`src/rtl/rob_pkg.sv`:
```
// Shared types and sizing helpers for the reorder buffer.
package rob_pkg;
  localparam int PC_W       = 12;
  localparam int AREG_W_MAX = 8;
  localparam int PREG_W_MAX = 10;

  // Payload per entry; valid/done live in flat vectors so the commit scan can index them directly.
  typedef struct packed {
    logic                  reg_write;
    logic [AREG_W_MAX-1:0] areg;
    logic [PREG_W_MAX-1:0] preg;
    logic [PREG_W_MAX-1:0] old_preg;
    logic [PC_W-1:0]       pc;
  } rob_entry_t;

  function automatic int idx_w(input int depth);
    return (depth > 1) ? $clog2(depth) : 1;
  endfunction
endpackage

```
`src/rtl/rob_commit_logic.sv`:
```
// Combinational in-order retire scan: slot k is ready only if entries head..head+k are all valid and done.
// Zero latency from registered valid/done state; no handshake.
module rob_commit_logic #(
  parameter int DEPTH    = 16,
  parameter int COMMIT_W = 2,
  parameter int IDX_W    = 4,
  parameter int CNT_W    = 2
) (
  input  logic [IDX_W-1:0]          head_i,
  input  logic [DEPTH-1:0]          valid_i,
  input  logic [DEPTH-1:0]          done_i,
  output logic [COMMIT_W-1:0]       ready_o,
  output logic [COMMIT_W*IDX_W-1:0] slot_idx_o,
  output logic [CNT_W-1:0]          num_o
);
  logic             run;
  logic [IDX_W-1:0] idx;

  always_comb begin
    ready_o    = '0;
    slot_idx_o = '0;
    num_o      = '0;
    run        = 1'b1;
    idx        = head_i;
    for (int k = 0; k < COMMIT_W; k++) begin
      idx = head_i + IDX_W'(k);
      run = run & valid_i[idx] & done_i[idx];
      ready_o[k] = run;
      slot_idx_o[k*IDX_W +: IDX_W] = idx;
      if (run) num_o = num_o + CNT_W'(1);
    end
  end
endmodule

```
`src/rtl/reorder_buffer.sv`:
```
// In-order-retire ROB: alloc returns tail tag, CDB marks done, up to COMMIT_W retire per cycle.
// Completion visible to commit one cycle later; alloc_ready is the registered !full, so freed slots reuse next cycle.
module reorder_buffer
  import rob_pkg::*;
#(
  parameter int DEPTH      = 16,
  parameter int PREG_WIDTH = 6,
  parameter int AREG_WIDTH = 5,
  parameter int NUM_CDB    = 3,
  parameter int COMMIT_W   = 2,
  parameter int IDX_W      = idx_w(DEPTH)
) (
  input  logic                           clk,
  input  logic                           rst,
  input  logic                           alloc_valid,
  output logic                           alloc_ready,
  input  logic                           alloc_reg_write,
  input  logic [AREG_WIDTH-1:0]          alloc_areg,
  input  logic [PREG_WIDTH-1:0]          alloc_preg,
  input  logic [PREG_WIDTH-1:0]          alloc_old_preg,
  input  logic [PC_W-1:0]                alloc_pc,
  output logic [IDX_W-1:0]               alloc_tag,
  input  logic [NUM_CDB-1:0]             cdb_valid,
  input  logic [NUM_CDB*IDX_W-1:0]       cdb_tag,
  input  logic                           flush,
  output logic [COMMIT_W-1:0]            commit_valid,
  output logic [COMMIT_W*AREG_WIDTH-1:0] commit_areg,
  output logic [COMMIT_W*PREG_WIDTH-1:0] commit_preg,
  output logic [COMMIT_W-1:0]            free_push,
  output logic [COMMIT_W*PREG_WIDTH-1:0] free_reg,
  output logic [IDX_W:0]                 count,
  output logic                           empty,
  output logic                           full
);
  localparam int CNT_W = $clog2(COMMIT_W + 1);
  localparam int PTR_W = IDX_W + 1;

  logic [PTR_W-1:0] head_q, head_d, tail_q, tail_d;
  logic [DEPTH-1:0] valid_q, valid_d, done_q, done_d;
  rob_entry_t       ent_q [DEPTH];

  logic [COMMIT_W-1:0]       ready;
  logic [COMMIT_W*IDX_W-1:0] slot_idx;
  logic [CNT_W-1:0]          num_commit;
  logic                      alloc_fire;
  logic [IDX_W-1:0]          tail_idx;
  logic [IDX_W-1:0]          slot;
  logic [IDX_W-1:0]          ctag;
  rob_entry_t                ent;

  assign tail_idx    = tail_q[IDX_W-1:0];
  assign full        = (tail_idx == head_q[IDX_W-1:0]) && (tail_q[IDX_W] != head_q[IDX_W]);
  assign empty       = (tail_q == head_q);
  assign count       = tail_q - head_q;
  assign alloc_ready = ~full;
  assign alloc_tag   = tail_idx;
  assign alloc_fire  = alloc_valid & ~full & ~flush;

  rob_commit_logic #(
    .DEPTH(DEPTH), .COMMIT_W(COMMIT_W), .IDX_W(IDX_W), .CNT_W(CNT_W)
  ) u_commit (
    .head_i    (head_q[IDX_W-1:0]),
    .valid_i   (valid_q),
    .done_i    (done_q),
    .ready_o   (ready),
    .slot_idx_o(slot_idx),
    .num_o     (num_commit)
  );

  // Order matters: completions, then retire clears, then the new allocation; flush overrides everything.
  always_comb begin
    valid_d = valid_q;
    done_d  = done_q;
    head_d  = head_q + PTR_W'(num_commit);
    tail_d  = tail_q + PTR_W'(alloc_fire);
    ctag    = '0;
    slot    = '0;
    for (int p = 0; p < NUM_CDB; p++) begin
      ctag = cdb_tag[p*IDX_W +: IDX_W];
      if (cdb_valid[p] && valid_q[ctag]) done_d[ctag] = 1'b1;
    end
    for (int k = 0; k < COMMIT_W; k++) begin
      slot = slot_idx[k*IDX_W +: IDX_W];
      if (ready[k]) begin
        valid_d[slot] = 1'b0;
        done_d[slot]  = 1'b0;
      end
    end
    if (alloc_fire) begin
      valid_d[tail_idx] = 1'b1;
      done_d[tail_idx]  = 1'b0;
    end
    if (flush) begin
      valid_d = '0;
      done_d  = '0;
      head_d  = '0;
      tail_d  = '0;
    end
  end

  always_ff @(posedge clk or posedge rst) begin
    if (rst) begin
      head_q  <= '0;
      tail_q  <= '0;
      valid_q <= '0;
      done_q  <= '0;
    end else begin
      head_q  <= head_d;
      tail_q  <= tail_d;
      valid_q <= valid_d;
      done_q  <= done_d;
    end
  end

  always_ff @(posedge clk) begin
    if (alloc_fire) begin
      ent_q[tail_idx] <= '{reg_write: alloc_reg_write,
                           areg:      AREG_W_MAX'(alloc_areg),
                           preg:      PREG_W_MAX'(alloc_preg),
                           old_preg:  PREG_W_MAX'(alloc_old_preg),
                           pc:        alloc_pc};
    end
  end

  // Data outputs are zeroed on idle slots so downstream sees clean buses.
  always_comb begin
    commit_valid = ready & {COMMIT_W{~flush}};
    commit_areg  = '0;
    commit_preg  = '0;
    free_push    = '0;
    free_reg     = '0;
    ent          = '0;
    for (int k = 0; k < COMMIT_W; k++) begin
      ent = ent_q[slot_idx[k*IDX_W +: IDX_W]];
      if (commit_valid[k]) begin
        commit_areg[k*AREG_WIDTH +: AREG_WIDTH] = ent.areg[AREG_WIDTH-1:0];
        commit_preg[k*PREG_WIDTH +: PREG_WIDTH] = ent.preg[PREG_WIDTH-1:0];
        free_reg[k*PREG_WIDTH +: PREG_WIDTH]    = ent.old_preg[PREG_WIDTH-1:0];
        free_push[k] = ent.reg_write;
      end
    end
  end
endmodule

```
`config.mk`:
```
export PLATFORM = sky130hd
export DESIGN_NAME = reorder_buffer
export DESIGN_NICKNAME = d
export VERILOG_FILES = /design/src/rtl/rob_pkg.sv /design/src/rtl/rob_commit_logic.sv /design/src/rtl/reorder_buffer.sv
export SDC_FILE = /design/constraint.sdc
export NUM_CORES = 1
export LEC_CHECK = 0
export BUFFER_PORTS_ARGS = -buffer_cell sky130_fd_sc_hd__buf_2
export CORE_MARGIN = 3
export CORE_UTILIZATION = 40
export DETAILED_ROUTE_END_ITERATION = 10
export PLACE_DENSITY = 0.58
export SKIP_CTS_REPAIR_TIMING = 1
export SYNTH_ARGS = -nofsm -noshare
export SYNTH_HDL_FRONTEND = slang
export SYNTH_SLANG_ARGS = --single-unit
```
`constraint.sdc`:
```
create_clock -name clk -period 3.9 [get_ports clk]
set_clock_uncertainty 0.15 [all_clocks]
set_input_delay 0.195 -clock clk [delete_from_list [all_inputs] [get_ports clk]]
set_output_delay 0.195 -clock clk [all_outputs]
set_load 0.02 [all_outputs]
```
# [Word level (Yosys, flattened, before mapping)]
# Memory sizes are Yosys's and may differ from the RTL's.
# Index checks and enable logic that the tools add are counted.
[word_totals] wordCells=106 memories=1 regBits=42 in_bits=49 ram_bits=480
[memory_table] memory="ent_q" depth=16 word_bits=30 read_ports=2 rd_ports_with_merged_regs=0 wr=1 line="reorder_buffer.sv:40" rtl="rob_entry_t ent_q [DEPTH];"
[op_classes] n_lt_le_gt_ge=12 bitwise_logic=20 mux=51 reduce_logical=10 n_eq_ne=3 add_sub_neg=5
[ops] op="two-way mux 16 bit" count=11
[ops] op="bitwise AND 16 bit" count=5
[ops] op="bitwise OR 16 bit" count=4
[ops] op="inverter 16 bit" count=3
[ops] op="less-than comparator 4 x 5 -> 1 bit (second input constant)" count=6
[ops] op="binary-select mux 1 bit (select 4 bit)" count=7
[ops] op="demux 1 bit (select 4 bit)" count=6
[ops] op=">= comparator 4 x 1 -> 1 bit (second input constant)" count=6
[ops] op="two-way mux 6 bit" count=4
[ops] op="two-way mux 5 bit" count=4
[ops] op="two-way mux 1 bit" count=18
[ops] op="logical AND 1 bit" count=10
[ops] op="adder 5 x 1 -> 5 bit" count=1
[ops] op="adder 5 x 2 -> 5 bit" count=1
[ops] op="bitwise AND 1 bit" count=5
[ops] op="== test 5 bit" count=1
[ops] op="subtractor 5 bit" count=1
[ops] op="adder 4 x 1 -> 4 bit (second input constant)" count=1
[ops] op="== test 4 bit" count=1
[ops] op="adder 2 x 1 -> 2 bit (second input constant)" count=1
[ops] op="bitwise AND 2 bit" count=1
[ops] op="two-way mux 2 bit" count=1
[ops] op="inverter 1 bit" count=2
[ops] op="inequality test 1 bit" count=1

# [Logic depth before layout (Yosys ltp)]
[depth] depth_word=17 ltp_mapped=14 mapped_depth_nobuf=12

# [Modules after synthesis]
# Synthesis repeated with hierarchy kept, for this count alone.
[unflattened] cells_unflattened=950 area_unflattened_um2=16084.2
[by_module_without_submodules] mod="reorder_buffer" seq_area_each_um2=9699.3 instances=1 area_per_inst_um2=15630.0 cells_each=905
[by_module_without_submodules] mod="rob_commit_logic" seq_area_each_um2=0.0 instances=1 area_per_inst_um2=454.2 cells_each=45

# [Least setup slack after synthesis]
# OpenSTA, ideal clock, no wires.
[synth_path] path_type="reg2reg" start="register head_q[3]" end="memory ent_q[0][12] in the netlist's numbering, enable pin" period_less_slack_ps=3988 path_buffers=1 path_stages_with_launch=8 slack_ps=-88 arrival_time_ps=3413 cell_sequence="dfrtp_1 clkinv_1 buf_1 ha_1 nand4_1 o211a_1 and3_1 nor3b_1"
[synth_between] elab_chain_cells=7
[synth_rtl] element="from (decl)" line="reorder_buffer.sv:38" rtl="logic [PTR_W-1:0] head_q, head_d, tail_q, tail_d;"
[synth_rtl] element="from (signal assigned)" line="reorder_buffer.sv:103" rtl="head_q <= '0;"
[synth_rtl] element="from (signal assigned)" line="reorder_buffer.sv:108" rtl="head_q <= head_d;"
[synth_rtl] element="== test 4 bit" line="reorder_buffer.sv:52" rtl="assign full = (tail_idx == head_q[IDX_W-1:0]) && (tail_q[IDX_W] != head_q[IDX_W]);"
[synth_rtl] element="logical AND 1 bit" line="reorder_buffer.sv:52"
[synth_rtl] element="inverter 1 bit" line="reorder_buffer.sv:57" rtl="assign alloc_fire = alloc_valid & ~full & ~flush;"
[synth_rtl] element="bitwise AND 1 bit (2 in a row)" line="reorder_buffer.sv:57"
[synth_rtl] element="two-way mux 1 bit" line="reorder_buffer.sv:116" rtl="if (alloc_fire) begin"
[synth_rtl] element="two-way mux 1 bit (implied by the code)" line="reorder_buffer.sv:117" rtl="ent_q[tail_idx] <= '{reg_write: alloc_reg_write,"
[synth_rtl] element="to (decl)" line="reorder_buffer.sv:40"
# No other way between the ends.

# [Worst setup path in the final report]
[layout_path] start="register head_q[1]" end="output commit_areg[7]"
[layout_between] elab_chain_cells=7
[layout_rtl] element="adder 4 x 1 -> 4 bit or binary-select mux 1 bit (select 4 bit) (tied branches)" line="rob_commit_logic.sv:26, rob_commit_logic.sv:27"
[layout_rtl] element="binary-select mux 1 bit (select 4 bit) or two-way mux 1 bit (tied branches)" line="rob_commit_logic.sv:27" rtl="run = run & valid_i[idx] & done_i[idx];"
[layout_rtl] element="two-way mux 1 bit (implied by the code) or bitwise AND 1 bit (tied branches)" line="rob_commit_logic.sv:27"
[layout_rtl] element="bitwise AND 1 bit (2 in a row)" line="rob_commit_logic.sv:27"
[layout_rtl] element="bitwise AND 2 bit" line="reorder_buffer.sv:127" rtl="commit_valid = ready & {COMMIT_W{~flush}};"
[layout_rtl] element="two-way mux 5 bit *" line="reorder_buffer.sv:135" rtl="if (commit_valid[k]) begin"
[layout_rtl] element="to (decl)" line="reorder_buffer.sv:27" rtl="output logic [COMMIT_W*AREG_WIDTH-1:0] commit_areg,"
# Every way passes the cells marked *; elsewhere a longest branch is shown, timed or not. The select of a mux whose other input is x is not followed.

==> flow_summary.yaml <==
floorplanning:
  io_pins: 99
  die_w_um: 211
  start_util: 0.407
  chipHeight_um: 211
  row_count: 74
  fp.coreArea_sq_um: 41100
  dieArea_sq_um: 44300
cells_and_area:
  design_area_sq_um: 19500
  synthToLayoutAreaGrowth_pct: 16.6
  fillers: 3548
  stdcell_count: 1675
  drive_above_1_share: 0.365
  nets: 1179
yosys:
  yosys.cell_types.count: 65
  synth_flop_cell: "edfxtp_1"
  synth_top_cell_by_area: "edfxtp_1"
  synthArstFlopShare: 0.127
  postSynthCellCount: 983
  syn_area_per_cell_sq_um: 17.0
  synth.top_cells.by_count: "288 x edfxtp_1, 175 x mux4_2, 42 x dfrtp_1"
  yosys-top-cells-area: "edfxtp_1 52%, mux4_2 24%, dfrtp_1 6.3%"
  syn-num-nets: 1047
  ys_seq_area_frac: 0.580
  yosysMostFrequentCell: "edfxtp_1"
  synth_warnings: 0
  synth_top_cell_area_share: 0.517
  ys_ff_latch: 330
  synth-edff-count: 288
  syn-cell-area_sq_um: 16700
status:
  outcome: "finished, final reports clean"
timing:
  fin_crit_sh: 0.937
  min_period_ps: 3660
  slew_headroom: 0.468
  setup_ws_ps: 245
  tns_ps: 0
  fmax_mhz: 274
  tightest_slew_ps: 799
  hold_viol: 0
  rsz0062_at_grt: "false"
  setup_viol: 0
  slew_violations: 0
pwr:
  sw_frac_of_total: 0.207
  p_switching_uw: 1530
  vdd_drop_max_mv: 0.229
  p_clk_frac: 0.440
  power_density_nw_per_um2: 380
  seq_power_share: 0.523
  power.static_leakage_uw: 0.00655
  power_frac_comb: 0.037
  p_int_uw: 5870
global_route:
  grt_pass1_vias: 10476
  grt_pass1_wl_mm: 66.1
  track_usage: 0.199
  grt_max_degree: 147
  grt-ovfl-total: 0
  antenna_found_initial: 1
worst_setup_path:
  r2r_slack_ps: 290
  crit_arrival_ps: 3310
  reg2regPathDepth: 11
  r2r_start: "head_q[0]"
  worstSetupStartpointType: "flop"
  r2r-end: "head_q[4]"
  crit_type: "reg2out"
  cp_data_required_time_ps: 3560
  path_max_fanout: 14
  end_kind: "output pin"
min_path:
  holdPathEnd: "done_q[2]"
  hold_class: "in2reg"
  hp-start: "cdb_tag[3]"
  hold_depth: 4
place:
  place.gp.congestion: 0.887
  io_buffers: 86
  dp_hpwl_mm: 26.1
  post-place-ws_ps: 311
  post-place-cells: 1575
  dpl_cell_area_sq_um: 18000
drt:
  viasPerCell: 6.10
  wl_per_cell_um: 26.8
  routed_wl_mm: 45.0
  via_count: 10222
  drc: 0
  ant_nets: 0
  firstDrtPassIters: 5
  drt_iter0_drc: 929
clock_tree:
  cts_sinks: 330
  cts_tree: "built"
  clk_latency_ps: 530
  clkTransAtPathRegs_ps: 60
  cts_made_buffers: 37
  clockBufferDepth: 3
  cts_root_buffer: "clkbuf_16"
  h-tree-depth: 2
run:
  max_cap_viol_count: 0
## state kept, by name, indices dropped and copies added, names as in the netlist
register / flops
ent_q: 288
done_q: 16
valid_q: 16
head_q: 5
tail_q: 5
## cell type report
class	instances	area (sq um)	share of cell area
Inverter	20	75.1	0.00385
Antenna cell	1	2.50	0.000128
Timing Repair Buffer	165	1200	0.0616
Tap cell	532	666	0.0341
Sequential cell	330	9710	0.498
Clock buffer	53	986	0.0505
Multi-Input combinational cell	561	6730	0.345
Clock inverter	13	139	0.00712
## worst max-delay path by stage
stage / startpoint / endpoint / depth (start not counted)
final: head_q[1] / commit_areg[7] / 9
after global routing: head_q[1] / free_push[1] / 12
after CTS: head_q[1] / free_reg[11] / 9
after detailed placement: head_q[0] / head_q[4] / 11
after global placement: head_q[1] / head_q[4] / 11
after floorplan: head_q[3] / ent_q[2][12] / 7
## placed cells by master (no fill, tap or decap), types with 5 or more instances in the layout
cell / n
clkbuf_16: 38
a31o_2: 8
mux4_2: 175
buf_2: 86
a21o_1: 7
clkbuf_1: 16
inv_1: 17
a21oi_1: 16
nand4_1: 16
buf_12: 7
nor2_1: 28
nand3_1: 21
and3_1: 30
nand2b_1: 12
a211oi_2: 9
xnor2_1: 7
nor2b_1: 27
nor3_2: 5
nor3_1: 14
o21ai_0: 6
edfxtp_1: 288
nand4b_1: 5
dfrtp_1: 39
a211oi_1: 27
ha_1: 12
nand2_1: 32
dlygate4sd3_1: 20
nor2_4: 5
mux2i_1: 22
nor2_2: 5
buf_4: 49
a31oi_1: 13
## kinds of logic (layout without fill, tap and decap cells)
kind of cell,after synthesis,count (layout),share of synthesized area
flip-flops,330,330,0.580
AND/OR/NAND/NOR,219,219,0.0721
multiplexers,199,199,0.250
AO/OA/AOI/OAI,115,115,0.0535
buffers and inverters,92,251,0.0256
adder cells (fa/ha/maj),15,15,0.0121
XOR/XNOR,13,13,0.00680
other,0,1,0
## routing by layer
layer | track usage | part of all wire | routed length [um]
met5 | 0 | 0 | 0
met1 | 0.282 | 0.42 | 19000
met3 | 0.0326 | 0.062 | 2790
met4 | 0.0527 | 0.023 | 1030
met2 | 0.326 | 0.49 | 22200
## per-stage QoR
stage / utilization / hold slack [ps] / total power (uW)
floorplan: - / 144 / 4090
global placement: 0.439 / 222 / 4200
detailed placement: 0.439 / 223 / 4200
CTS: 0.466 / -342 / 7450
global route: 0.475 / 29.9 / 7660
finish: 0.475 / 14.9 / 7410
## worst max-delay path, cell delays in order (launching register included)
cell      delay (ps)
dfrtp_4          520
inv_2            110
mux4_2           530
mux2_4           320
o32ai_4          170
buf_6            250
nand4_4          170
buf_4            250
a211oi_2         240
buf_2            220
## power by group through the flow
stage          sequential [uW]  clock, uW  combinational [uW]
5_1_grt                   3880       3490                 298
4_1_cts                   3880       3320                 254
3_3_place_gp              3950          0                 250
6_report                  3880       3260                 275
2_1_floorplan             3950          0                 140
3_5_place_dp              3950          0                 254
(Power assumes the default switching activity.)
